==> config.mk <==
export PLATFORM = sky130hd
export DESIGN_NAME = adc_sample_averager
export DESIGN_NICKNAME = d
export VERILOG_FILES = /design/src/rtl/adc_sample_averager.sv
export SDC_FILE = /design/constraint.sdc
export NUM_CORES = 1
export LEC_CHECK = 0
export ABC_AREA = 0
export CORE_MARGIN = 2
export CORE_UTILIZATION = 55
export CTS_BUF_LIST = sky130_fd_sc_hd__clkbuf_8
export CTS_CLUSTER_SIZE = 8
export DETAILED_ROUTE_END_ITERATION = 8
export DONT_BUFFER_PORTS = 1
export PLACE_DENSITY = 0.78
export RECOVER_POWER = 100
export SETUP_SLACK_MARGIN = 0.05
export SYNTH_ARGS = -nofsm -noshare
export SYNTH_HDL_FRONTEND = slang
export SYNTH_SLANG_ARGS = --single-unit
==> constraint.sdc <==
create_clock -name clk -period 2 [get_ports clk]
set_input_delay 0 -clock clk [delete_from_list [all_inputs] [get_ports clk]]
set_output_delay 0 -clock clk [all_outputs]
set_load 0.02 [all_outputs]
==> src/rtl/adc_sample_averager.sv <==
// Block averager behind the SAR controller: sums 2^LOG2_AVG codes and tracks min/max.
// Each finished block goes to a valid/ready holding register; a result that finds the register full is dropped and flagged.
module adc_sample_averager #(
  parameter int WIDTH    = 8,
  parameter int LOG2_AVG = 2
) (
  input  logic             clk,
  input  logic             reset,
  input  logic             enable,
  input  logic [WIDTH-1:0] sample_in,
  input  logic             sample_strobe,
  output logic [WIDTH-1:0] avg_out,
  output logic [WIDTH-1:0] min_out,
  output logic [WIDTH-1:0] max_out,
  output logic             avg_valid,
  input  logic             avg_ready,
  output logic             overrun,
  input  logic             overrun_clr,
  output logic [7:0]       block_cnt
);

  localparam int AW = WIDTH + LOG2_AVG;
  localparam int CW = (LOG2_AVG > 0) ? LOG2_AVG : 1;
  localparam logic [CW-1:0] LAST_CNT = CW'((1 << LOG2_AVG) - 1);

  typedef enum logic {S_IDLE, S_ACCUM} state_t;

  state_t           state_q, state_d;
  logic [AW-1:0]    acc_q, acc_d;
  logic [CW-1:0]    cnt_q, cnt_d;
  logic [WIDTH-1:0] min_q, min_d;
  logic [WIDTH-1:0] max_q, max_d;
  logic [WIDTH-1:0] avg_out_q, avg_out_d;
  logic [WIDTH-1:0] min_out_q, min_out_d;
  logic [WIDTH-1:0] max_out_q, max_out_d;
  logic             valid_q, valid_d;
  logic             ovr_q, ovr_d;
  logic [7:0]       bcnt_q, bcnt_d;

  logic [AW-1:0]    sum;
  logic [WIDTH-1:0] smin, smax;
  logic             complete, drain, load, drop;

  // Floor mean: the shift by LOG2_AVG is just dropping the low bits of the sum.
  function automatic logic [WIDTH-1:0] block_mean(input logic [AW-1:0] s);
    return s[AW-1:LOG2_AVG];
  endfunction

  assign sum  = acc_q + AW'(sample_in);
  assign smin = (sample_in < min_q) ? sample_in : min_q;
  assign smax = (sample_in > max_q) ? sample_in : max_q;

  always_ff @(posedge clk) begin
    if (reset) begin
      state_q   <= S_IDLE;
      acc_q     <= '0;
      cnt_q     <= '0;
      min_q     <= '1;
      max_q     <= '0;
      avg_out_q <= '0;
      min_out_q <= '0;
      max_out_q <= '0;
      valid_q   <= 1'b0;
      ovr_q     <= 1'b0;
      bcnt_q    <= '0;
    end else begin
      state_q   <= state_d;
      acc_q     <= acc_d;
      cnt_q     <= cnt_d;
      min_q     <= min_d;
      max_q     <= max_d;
      avg_out_q <= avg_out_d;
      min_out_q <= min_out_d;
      max_out_q <= max_out_d;
      valid_q   <= valid_d;
      ovr_q     <= ovr_d;
      bcnt_q    <= bcnt_d;
    end
  end

  always_comb begin
    state_d = state_q;
    case (state_q)
      S_IDLE:  if (enable)  state_d = S_ACCUM;
      S_ACCUM: if (!enable) state_d = S_IDLE;
      default: state_d = S_IDLE;
    endcase
  end

  // Accumulator: idle or disable parks it at the empty-block values.
  always_comb begin
    acc_d    = acc_q;
    cnt_d    = cnt_q;
    min_d    = min_q;
    max_d    = max_q;
    complete = 1'b0;
    if (state_q != S_ACCUM || !enable) begin
      acc_d = '0;
      cnt_d = '0;
      min_d = '1;
      max_d = '0;
    end else if (sample_strobe) begin
      if (cnt_q == LAST_CNT) begin
        complete = 1'b1;
        acc_d    = '0;
        cnt_d    = '0;
        min_d    = '1;
        max_d    = '0;
      end else begin
        acc_d = sum;
        cnt_d = cnt_q + CW'(1);
        min_d = smin;
        max_d = smax;
      end
    end
  end

  assign drain = valid_q && avg_ready;
  assign load  = complete && (!valid_q || avg_ready);
  assign drop  = complete && valid_q && !avg_ready;

  // Holding register and status; a fresh result may replace one draining this cycle.
  always_comb begin
    avg_out_d = avg_out_q;
    min_out_d = min_out_q;
    max_out_d = max_out_q;
    valid_d   = valid_q;
    bcnt_d    = bcnt_q;
    if (load) begin
      avg_out_d = block_mean(sum);
      min_out_d = smin;
      max_out_d = smax;
      valid_d   = 1'b1;
      bcnt_d    = bcnt_q + 8'd1;
    end else if (drain) begin
      valid_d   = 1'b0;
    end
    if (drop)             ovr_d = 1'b1;
    else if (overrun_clr) ovr_d = 1'b0;
    else                  ovr_d = ovr_q;
  end

  assign avg_out   = avg_out_q;
  assign min_out   = min_out_q;
  assign max_out   = max_out_q;
  assign avg_valid = valid_q;
  assign overrun   = ovr_q;
  assign block_cnt = bcnt_q;

endmodule

# Yosys cells after proc, flatten, opt, wreduce, memory -nomap -nowiden
# Cells that the tools add are included.
# Widths: inputs -> output; s select.
# op_classes
addsub	3
n_lt_le_gt_ge	2
n_eq_ne	1
n_mux	14
n_bitwise	1
reduce_logical	12
# op_table
op	n
$mux 8	4
$add 10x8->10	1
$mux 10	1
$add 8x1->8 const B	1
$gt 8x8->1	1
$lt 8x8->1	1
$mux 1	8
$logic_and 1x1->1	4
$reduce_bool 2->1	2
$logic_not 1->1	3
$add 2x1->2 const B	1
$eq 2x2->1 const B	1
$logic_or 1x1->1	2
$mux 2	1
$reduce_or 2->1	1
$not 1->1	1
# word_totals
regBits	63
in_bits	14
output_inout_bits	34
elab_cells	44

# Logic depth before layout (Yosys ltp)
# Gate-level depths: netlist of run 1.
# logic_depth
depth_word	7
ltp_mapped	8
mapped_depth_nobuf	7

# Worst setup path before layout of run 1
# Ideal clock, no wire load.
# synth_path
kind	register -> register
start	register acc_q[0]
end	register acc_q[8]
setup_ps	75
arrival_time_ps	1971
required_ps	1925
slack_ps	-46
path_stages_with_launch	8
n_path_buf	0
period_less_slack_ps	2046
cell_sequence	dfxtp_1 -> ha_1 -> fa_1 -> a21o_1 -> a221oi_2 -> a21oi_1 -> or3b_1 -> a31oi_1
# synth_between
elab_chain_len	2
# synth_rtl
item	line	text
start, declared	29	logic [AW-1:0] acc_q, acc_d;
start signal, assigned	56	acc_q <= '0;
start signal, assigned	68	acc_q <= acc_d;
$add 10x8->10	49	assign sum = acc_q + AW'(sample_in);
$mux 10	103	if (cnt_q == LAST_CNT) begin
# Every way passes these cells.
# A chain may end at the register's enable or synchronous reset.

# Worst setup path after layout of run 1
# Ends and elaborated chain as after synthesis.

==> out/summary.md, run 1 <==
The fraction of synthesis flops using an asynchronous set or reset pin was 0%; the largest driver fanout on the critical path was 3. Using the TritonRoute via totals, the vias-per-cell ratio works out to 6.53. The total power density per cell area came out at 629 nW/um^2. In the layout the commonest cells are 57 x sky130_fd_sc_hd__dfxtp_1, 39 x sky130_fd_sc_hd__nor2_1, 26 x sky130_fd_sc_hd__buf_4.

The wire-length estimate of the detail-placed layout is 5.70 mm. Clock-pin slew was measured on the worst setup and hold paths at 0.08 ns. The cell sitting at the root of the clock tree is a sky130_fd_sc_hd__clkbuf_8.

Based on the critical path, the design can be clocked at up to 475 MHz. For the count of placed standard cells including taps, the log shows 455. Worst hold slack: 0.0272 ns. TritonCTS built the clock tree. The transition time of the tightest slew-check pin came out at 0.526 ns. The number of top-level pins is 48, and the TritonCTS buffer count is 9.

The tools report the hold violation count in the final report as 0. For this block, the initial DRC count from the detailed router was 189. The count of buffers added on input and output ports is 0.

Along the worst hold path, the cell count comes to 2. The die area was 6730 um^2. After detailed routing, the average wire length per cell comes to 20.4 um. After floorplanning, the core was sized to cover 5920 um^2. The run gives -0.0756 ns as the post-place setup slack. After layout, the minimum clock period comes to 2.11 ns.

Setup repair after global routing could not meet its margin everywhere. The H-tree was split into 3 levels. Global routing finished with a remaining overflow of 0. Yosys mapped a number of flops with a built-in enable equal to 0. The number of antenna violations at the first check in global routing came out at 0. Final worst slack: -0.107 ns.

The last weighted congestion value of the routability-driven placer is 0.893, and the global-route wire length before repair is 13.9 mm. The floorplan has 28 rows. In the synthesized netlist, the number of instances is 373. Clock latency on the worst-skew pair, taken at its later pin, is 0.36 ns. The first detailed-routing pass ran for 5 iterations. No sink is reached through more buffers than the 2 on the longest clock path. Summing every instance area after synthesis gives 3350 um^2. The final total negative setup slack is -0.167 ns, and the width of the die is 82.0 um. Most common flop cell mapped by yosys: sky130_fd_sc_hd__dfxtp_1. Entering global routing, the biggest net connects 40 pins.

In the routed design, unresolved DRC markers number 0. The final layout contains 452 nets. In the final layout, the share of cells above drive strength 1 is 25.7%. Setup violations remaining at the end of the flow were counted as 4. For this design, the sink count on the clock tree is 63. The filler cells instantiated in the layout total 397. The run gives 0 as the max-slew violation count. The depth of the worst register-to-register path works out to 7.

The worst setup path is launched from a register. The logs give 0 for the number of diodes and 55 for the number of distinct library cell variants in the gate-level netlist after synthesis. Sequential cells were found to cover 37.7% of the synthesized design area. STA puts the critical path data arrival time at 2.39 ns.

Worst setup path category: reg2reg. Once layout is complete, the utilization of the core stands at 72.4%. For this run, the number of Yosys warnings is 0. The worst path uses 105% of the clock period. For the worst setup path, the data required time is 2.28 ns. The run gives 0 as the max-capacitance violation count. The path class of the tightest hold or removal check is in2reg. Summed over all layers, the routed wires come to 10.0 mm. In this run, synthesis produced a sequential element count of 63.

The checks that failed: negative setup slack. The y dimension of the die came out at 82.0 um. Number of global-route vias before repair: 2,824.

The run gives 56.6% as the effective utilization at floorplan. The run gives 0.402 mV as the worst IR drop on VDD. The tools report the endpoint type of the worst setup path as a register. For the largest clock skew in the final design, the log shows 0.0109 ns. Each instance of the synthesized netlist takes up on average 8.98 um^2.

Synthesis produced a netlist with a net count of 413. The library cell used most frequently in the layout, excluding fill and tap cells, is sky130_fd_sc_hd__dfxtp_1. The run finished, with violations left. The worst pin sits at a relative slew slack of 64.8%. After the flow finishes, the layout carries non-filler instances totaling 492.

Once detail routing completed, the nets flagged for antenna violations numbered 0. For this design the static power due to leakage is 0.00162 uW. Relative to the synthesized area, the layout overhead comes to 28.1%.

The global-route usage over all layers is 27.7%, and the total via count after detailed routing is 3,215.
## registers in the layout, summed over array words and instances (netlist names)
signal and cells:
max_out 8, acc_q 10, avg_out 8, max_q 8
state_q 1, min_out 8, overrun 1, min_q 8
cnt_q 2, block_cnt 8, avg_valid 1
## final timing paths
kind	start	endpoint	slack, ns
worst max-delay path	acc_q[0]	acc_q[8]	-0.11
worst min-delay path	reset	acc_q[9]	0.03
worst max register to register	acc_q[0]	acc_q[8]	-0.11
worst min register to register	acc_q[5]	acc_q[5]	0.50
## logic make-up (layout without fill, tap and decap cells)
logic type      after synthesis  in the layout  synth area share [%]
mux                           1              1                 0.299
buf+inv                      39             82                  5.01
simple gates                109            110                  16.2
xor+xnor                     12             12                  3.14
fa+ha+maj                    26             26                  9.94
flops                        63             63                  37.7
compound gates              123            123                  27.8
## cell type report
type	instances	area (um^2)	area share [%]
tap	75	93.8	2.19
clock buffer	9	124	2.89
inverter	19	71.3	1.66
sequential	63	1270	29.6
timing repair buffer	47	415	9.68
clock inverter	7	72.6	1.69
multi-input combinational	272	2240	52.3
## stage by stage
| stage | instance area, um^2 | total power, uW |
|---|---|---|
| after floorplan | 3360 | 1430 |
| after global placement | 3570 | 1470 |
| after detailed placement | 3570 | 1470 |
| after CTS | 3910 | 2610 |
| after global routing | 4290 | 2780 |
| final | 4290 | 2700 |
## repair_timing
action,CTS,global route
gates resized for setup,8,68
gates cloned,0,1
hold endpoints to repair,54,34
buffers inserted,0,5
hold buffers,12,3
endpoints found under the setup margin,25,39
pin swaps,3,34
## power by group
part | switching (uW) | total, uW | internal [uW]
logic | 172 | 304 | 132
clock network | 552 | 1130 | 577
registers | 5.36 | 1270 | 1260
## worst max-delay path, cell delays in order (launching register included)
cell and delay (ns):
sky130_fd_sc_hd__dfxtp_2 0.34, sky130_fd_sc_hd__ha_4 0.16, sky130_fd_sc_hd__fa_2 0.34, sky130_fd_sc_hd__a21o_1 0.19, sky130_fd_sc_hd__a221oi_2 0.34, sky130_fd_sc_hd__a21oi_2 0.12
sky130_fd_sc_hd__or3b_1 0.40, sky130_fd_sc_hd__a31oi_1 0.15
## layer usage
| metal | part of all wire (%) | GRT usage, % | vias up |
|---|---|---|---|
| met5 | 0 | 0 | - |
| met1 | 40 | 34.4 | 1559 |
| met4 | 2.3 | 9.67 | 0 |
| met3 | 8.5 | 9.45 | 26 |
| met2 | 49 | 44.6 | 138 |
| li1 | - | - | 1492 |
## cells in the mapped netlist (6+ instances only)
master                      number  area, um^2
sky130_fd_sc_hd__dfxtp_1        63        1260
sky130_fd_sc_hd__nor2_1         40         150
sky130_fd_sc_hd__ha_1           25         313
sky130_fd_sc_hd__inv_1          19        71.3
sky130_fd_sc_hd__nand2_1        18        67.6
sky130_fd_sc_hd__a21oi_1        17        85.1
sky130_fd_sc_hd__nand3_1        16        80.1
sky130_fd_sc_hd__o21ai_0        13        65.1
sky130_fd_sc_hd__clkbuf_1       12        45.0
sky130_fd_sc_hd__a211oi_1       11        82.6
sky130_fd_sc_hd__o21bai_1       10        75.1
sky130_fd_sc_hd__a311oi_1        9        78.8
sky130_fd_sc_hd__o2111ai_1       9        78.8
sky130_fd_sc_hd__o211ai_1        9        67.6
sky130_fd_sc_hd__a2111oi_0       8        70.1
sky130_fd_sc_hd__a32o_1          8        80.1
sky130_fd_sc_hd__xnor2_1         7        61.3
sky130_fd_sc_hd__nor2b_1         6        37.5
Note: power is estimated with default switching activity, not from simulation.
==> run 2, diff against run 1 <==
--- a/config.mk
+++ b/config.mk
@@ -12,7 +12,7 @@
 export CTS_CLUSTER_SIZE = 8
 export DETAILED_ROUTE_END_ITERATION = 8
 export DONT_BUFFER_PORTS = 1
-export PLACE_DENSITY = 0.78
+export PLACE_DENSITY = 0.75
 export RECOVER_POWER = 100
 export SETUP_SLACK_MARGIN = 0.05
 export SYNTH_ARGS = -nofsm -noshare
==> constraint.sdc (replaced) <==
create_clock -name clk -period 2.5 [get_ports clk]
set_input_delay 0 -clock clk [delete_from_list [all_inputs] [get_ports clk]]
set_output_delay 0 -clock clk [all_outputs]
set_load 0.02 [all_outputs]
==> out/summary.md, run 2 (synthesis results as in run 1) <==
The final routed wirelength across all metal layers was 8.53 mm; the post-place setup slack was 0.337 ns. The run finished, with violations left. The reported leakage power was 0.00145 uW; the global-route usage over all layers was 27.4%.

Startpoint of the lowest-slack hold path: reset. The depth of the worst register-to-register path works out to 6. The longest clock path from root to sink contains 2 buffers. The tools report the iteration-0 DRC count of the detailed router as 118. Entering global routing, the biggest net connects 38 pins. TritonCTS built the clock tree. Global routing used 35.6% of the available met1 tracks. The tools report the final total negative setup slack as 0 ns.

Endpoint type of the worst setup path: a register. Data on the critical path is required at its endpoint by 2.79 ns. The HPWL after detailed placement came out at 5.52 mm. The average wire length per cell after detail routing works out to 17.9 um. The run gives 0 as the number of antenna violations at the first check in global routing. For the insertion delay to the later sink of the worst-skew pair, the log shows 0.34 ns. At the pin with the least slew margin, the transition time is 1.62 ns. Row generation in the floorplan step produced 28 rows.

From bottom edge to top edge, the die measures 82.0 um. The post-route netlist has 9.23% of its cells at a drive strength greater than 1. Measured against its own limit, the worst slew margin works out to -8.29%. The most flop-heavy register is acc_q. The floorplan step defined a die boundary enclosing 6730 um^2. The run gives 0.0211 ns as the worst hold slack. Number of global-route vias before repair: 2,791. The max-slew violation count was 38; the width of the die was 82.0 um.

The final layout contains 436 nets. The initial utilization of the core area, before any placement, comes to 56.6%. The number of failing setup endpoints in the final timing report was 0; the number of flip-flops under the largest register name was 10.

The class of the tightest hold or removal check was in2reg. For this run the aggregate overflow at the end of global routing stands at 0. The logs give 0.176 ns for the final worst slack and 48 for the number of top-level pins.

The max-capacitance violation count was 1; the post-route clock period utilization was 93.0%. The remaining antenna violation count after routing came out at 0. The library cell used most frequently in the layout, excluding fill and tap cells, is sky130_fd_sc_hd__dfxtp_1. In the layout the commonest cells are 63 x sky130_fd_sc_hd__dfxtp_1, 39 x sky130_fd_sc_hd__nor2_1, 25 x sky130_fd_sc_hd__ha_1.

Setup repair after global routing left no endpoint under its margin. The worst register-to-register path ends at overrun. The number of sinks handled by clock tree synthesis is 63. The worst setup path is launched from a register. The tools report the root buffer cell as sky130_fd_sc_hd__clkbuf_8. Across the routed clock network, the largest skew measured is 0.00778 ns. For this run, design rule violations remaining after detail routing come to 0. In this run the register-to-register setup slack is 0.18 ns. The number of fill cells in the layout came out at 513. The startpoint identified for the worst register-to-register timing path is avg_valid. The clock-pin slew on the worst setup and hold paths came out at 0.08 ns. The final reports fail on max-capacitance violations, max-slew violations. For the first-pass iteration count of the detailed router, the log shows 4. The largest driver fanout on the critical path is 4, and the signed area change from the synthesized netlist to the final layout is 13.3%. The path with the worst hold slack has its endpoint at acc_q[2].

The worst hold path passes through 3 cells. The critical path is of the reg2reg type. Buffers placed on the I/O ports in this run total 0. The mean number of vias per cell was 6.16. The number of clock buffers added by TritonCTS is 9.

The logs give 430 MHz for the maximum frequency from static timing analysis and 0 for the hold violation count in the final report. Power spread over the standard cell area amounts to 545 nW/um^2. The H-tree was split into 3 levels. The run gives 0.883 as the last weighted congestion value of the routability-driven placer. Across all layers, the routed design uses 2,932 vias. For the arrival time of the worst setup path, the log shows 2.61 ns. VDD sags by at most 0.345 mV. The smallest clock period supported by the final layout is computed as 2.32 ns.

The number of diodes was 0. The highest-utilization routing layer at the global route stage was met2. The first global-routing pass estimated 13.9 mm of wire. The met3 capacity usage during global routing is 8.24%, and the area of the core is 5920 um^2. The met2 track utilization from global routing came out at 42.7%.
==> run 2: per-stage QoR <==
step                      total power (uW)  utilization, %  std cells  area, um^2
after floorplan                       1150               -        373        3350
after global placement                1170            58.5        443        3460
after detailed placement              1170            58.5        443        3460
after CTS                             2090            64.8        476        3840
after global routing                  2140            64.1        476        3790
final                                 2070            64.1        476        3790
==> run 2: timing repair <==
item	CTS	global route
setup endpoints to repair	0	1
hold endpoints to repair	54	0
gates resized for setup	0	1
setup buffers	0	0
hold buffers	17	0
==> run 2: where the power goes <==
part	leakage [uW]	internal, uW	total, uW	switching [uW]
registers	0.000508	1010	1010	3.73
clock network	0.0000956	461	884	423
logic	0.000850	67.1	173	106
total	0.00145	1540	2070	532
==> run 2: worst max path at each step <==
stage | from | endpoint | slack [ns]
3_3_place_gp | acc_q[0] | acc_q[8] | 0.38
4_1_cts | sample_in[0] | acc_q[8] | 0.26
6_report | avg_valid | overrun | 0.18
3_5_place_dp | acc_q[0] | acc_q[8] | 0.34
2_1_floorplan | acc_q[0] | acc_q[8] | 0.45
5_1_grt | sample_in[0] | acc_q[8] | 0.07
==> run 2: metal layers <==
metal / up-vias / part of all wire (%)
met5: - / 0
met4: 0 / 2.0
met3: 15 / 6.6
met2: 76 / 47
met1: 1383 / 44
li1: 1458 / -
==> run 2: cell type report <==
cell class / instances / area (um^2) / share of cell area (%)
clock inverter: 7 / 72.6 / 1.91
tap: 75 / 93.8 / 2.47
multi-input combinational: 271 / 1920 / 50.6
clock buffer: 9 / 124 / 3.27
sequential: 63 / 1260 / 33.2
timing repair buffer: 32 / 251 / 6.63
inverter: 19 / 71.3 / 1.88
==> run 2: worst max-delay path: stages, from the launching register on <==
cell and delay [ns]:
sky130_fd_sc_hd__dfxtp_1 0.45, sky130_fd_sc_hd__nor2b_2 0.28, sky130_fd_sc_hd__inv_1 0.10, sky130_fd_sc_hd__o22ai_1 0.13
sky130_fd_sc_hd__dlygate4sd3_1 0.58, sky130_fd_sc_hd__nor2b_1 0.17, sky130_fd_sc_hd__dlygate4sd3_1 0.57
==> run 3, diff against run 2 <==
--- a/config.mk
+++ b/config.mk
@@ -13,7 +13,7 @@
 export DETAILED_ROUTE_END_ITERATION = 8
 export DONT_BUFFER_PORTS = 1
 export PLACE_DENSITY = 0.75
-export RECOVER_POWER = 100
+export RECOVER_POWER = 50
 export SETUP_SLACK_MARGIN = 0.05
 export SYNTH_ARGS = -nofsm -noshare
 export SYNTH_HDL_FRONTEND = slang
==> out/summary.md, run 3 (synthesis results as in run 1) <==
For the pin with the worst max-slew slack, the measured transition is 1.63 ns. Relative to the synthesized area, the layout overhead comes to 13.7%. The library cell appearing most often on the critical path is sky130_fd_sc_hd__dlygate4sd3_1.

The library cell used most frequently in the layout, excluding fill and tap cells, is sky130_fd_sc_hd__dfxtp_1. The internal power of the cells totals 1540 uW. The remaining antenna violation count after routing is 0. The slowest stage of the critical path belongs to the cell sky130_fd_sc_hd__dlygate4sd3_1. The net count of the finished layout is 436. Gate family responsible for the most delay along the worst path: buffers and inverters.

The worst setup path is captured at a register. The final reports fail on max-capacitance violations, max-slew violations. Fill cells in the final layout number 507. The count of buffers inserted at the top-level ports works out to 0. The run gives 0 as the number of antenna violations at the first check in global routing. The largest clock skew in the final design is 0.00738 ns, and the largest driver fanout on the critical path is 4. Setup violations remaining at the end of the flow were counted as 0. The sequential cells in the finished layout cover a total of 1260 um^2.

The average wire length per cell after detail routing works out to 17.9 um. Number of buffers and inverters on the critical path: 3. Setup repair after global routing left no endpoint under its margin. The path class of the tightest hold or removal check is in2reg. Sequential cells burn 48.9% of the power. Worst IR drop on VDD: 0.345 mV. The worst setup path is of the reg2reg kind. The final layout contains routed wiring with a total length of 8.54 mm. STA puts the critical path data arrival time at 2.61 ns. The area of the core is 5920 um^2.

Using the TritonRoute via totals, the vias-per-cell ratio works out to 6.23. Data on the critical path is required at its endpoint by 2.79 ns. The logs give 0.34 ns for the insertion delay to the later sink of the worst-skew pair and 0.00147 uW for the reported leakage power. After clock tree synthesis, the clock-pin slew on the worst setup and hold paths is 0.07 ns. The run finished, with violations left. The count of placed standard cells including taps is 443. For the hold violation count in the final report, the log shows 0. The post-route clock period utilization is 93.0%, and the last weighted congestion value of the routability-driven placer is 0.883.

Global-route usage over all layers: 27.4%. For this design, the sink count on the clock tree is 63. The run gives 5 as the first-pass iteration count of the detailed router.

The run gives 529 uW as the net switching component of the power. The switching power as a share of total power was 25.6%. The iteration-0 DRC count of the detailed router is 127, and the number of buffers on the longest clock path is 2. The run gives 0 as the post-detailed-route DRC marker count. TritonCTS built the clock tree.

For this run the aggregate overflow at the end of global routing stands at 0. Across all layers, the routed design uses 2,964 vias. The repair_antennas step left the layout with diodes totalling 0. Once routing completed, OpenROAD measured the worst setup slack at 0.176 ns. Time the worst path needs with I/O delays and setup: 2.32 ns. The root buffer cell was sky130_fd_sc_hd__clkbuf_8.

Traced cell by cell, the critical path runs through nor2b_2 -> inv_1 -> o22ai_1 -> dlygate4sd3_1 -> nor2b_1 -> dlygate4sd3_1. The design draws 2070 uW. The y dimension of the die came out at 82.0 um. For the deepest level of the CTS H-tree, the log shows 3. Logic gate share of total power: 8.6%.

The max-slew violation count was 38; the number of flip-flops under the largest register name was 10. Excluding fillers, the count of instances in the completed layout stands at 476. Detailed placement ended at an HPWL of 5.52 mm. In this run, CTS created clock tree buffers numbering 9.

For the global-route wire length before repair, the log shows 13.9 mm. The row count was 28; the pin count of the biggest net entering global routing was 38. Prior to clock tree synthesis, the placed netlist has a worst setup slack of 0.337 ns.

48 I/O pins were placed. The die is 82.0 um wide. The logs give 1920 um^2 for the area taken by multi-input logic gates and 42.5% for the clock network fraction of total power. Headroom to the max-slew limit came out at -8.76%.

The run gives 0 ns as the final total negative setup slack. The effective utilization at floorplan is 56.6%. Ranked by flip-flop count, first place goes to acc_q. The number of global-route vias before repair was 2,791; the die area was 6730 um^2. After clock tree synthesis, the setup repair step added 0 buffers. Across all hold checks on the routed design, the worst slack comes to 0.0246 ns.

The largest single stage delay on the critical path is 0.58 ns. Power spread over the standard cell area amounts to 543 nW/um^2. In the final layout, the share of cells above drive strength 1 is 10.2%. For this run, the top clock speed supported by timing is 430 MHz. In the layout the commonest cells are 63 x sky130_fd_sc_hd__dfxtp_1, 39 x sky130_fd_sc_hd__nor2_1, 25 x sky130_fd_sc_hd__ha_1. STA classifies the critical path startpoint as a register. The run gives 1 as the max-capacitance violation count.
==> run 3: changes by cell type in the layout (fill, tap and decap cells not counted) <==
| cell | change |
|---|---|
| sky130_fd_sc_hd__o21ai_1 | +1 |
| sky130_fd_sc_hd__clkbuf_1 | -4 |
| sky130_fd_sc_hd__o311ai_0 | -1 |
| sky130_fd_sc_hd__buf_4 | +4 |
| sky130_fd_sc_hd__o311ai_1 | +1 |
| sky130_fd_sc_hd__o21ai_0 | -1 |
==> run 3: routing by layer <==
metal,wire length (um),track usage (%),part of all wire [%],up-vias
li1,-,-,-,1461
met1,3840,35.6,45,1394
met2,4010,42.7,47,94
met3,511,8.24,6.0,15
met4,176,10.2,2.1,0
met5,0,0,0,-
==> run 3: path summary, 6_finish.rpt <==
check / start / endpoint / slack [ns] / cells after the start
hold reg to reg: acc_q[5] / acc_q[5] / 0.50 / 2
setup / recovery: avg_valid / overrun / 0.18 / 6
hold / removal: reset / acc_q[2] / 0.02 / 3
setup reg to reg: avg_valid / overrun / 0.18 / 6
==> run 3: layout make-up <==
cell class,instances,share of cell area (%)
clock buffers,9,3.25
flip-flops and latches,63,33.1
repair buffers,32,7.00
clock inverters,7,1.91
inverters,19,1.87
multi-input cells,271,50.4
well taps,75,2.46
==> run 3: power groups by stage <==
stage	clock network [uW]	logic (uW)	registers (uW)
final	880	177	1010
after CTS	895	179	1010
after global placement	0	132	1040
after global routing	937	199	1010
after floorplan	0	112	1030
after detailed placement	0	136	1040
==> run 3: worst min-delay path: cells and delay by family <==
| kind | cells | cell delay (ns) |
|---|---|---|
| buffers and inverters | 1 | 0.16 |
| and+or+nand+nor | 2 | 0.15 |
==> run 3: repair_timing <==
item,4_1_cts,5_1_grt
hold buffers,17,0
resized for setup,0,1
endpoints found under the setup margin,0,1
hold endpoints to repair,54,0
==> run 3: per-stage QoR <==
stage / utilization (%) / area (um^2)
floorplan: - / 3350
global placement: 58.5 / 3460
detailed placement: 58.5 / 3460
CTS: 64.8 / 3840
global route: 64.3 / 3810
finish: 64.3 / 3810
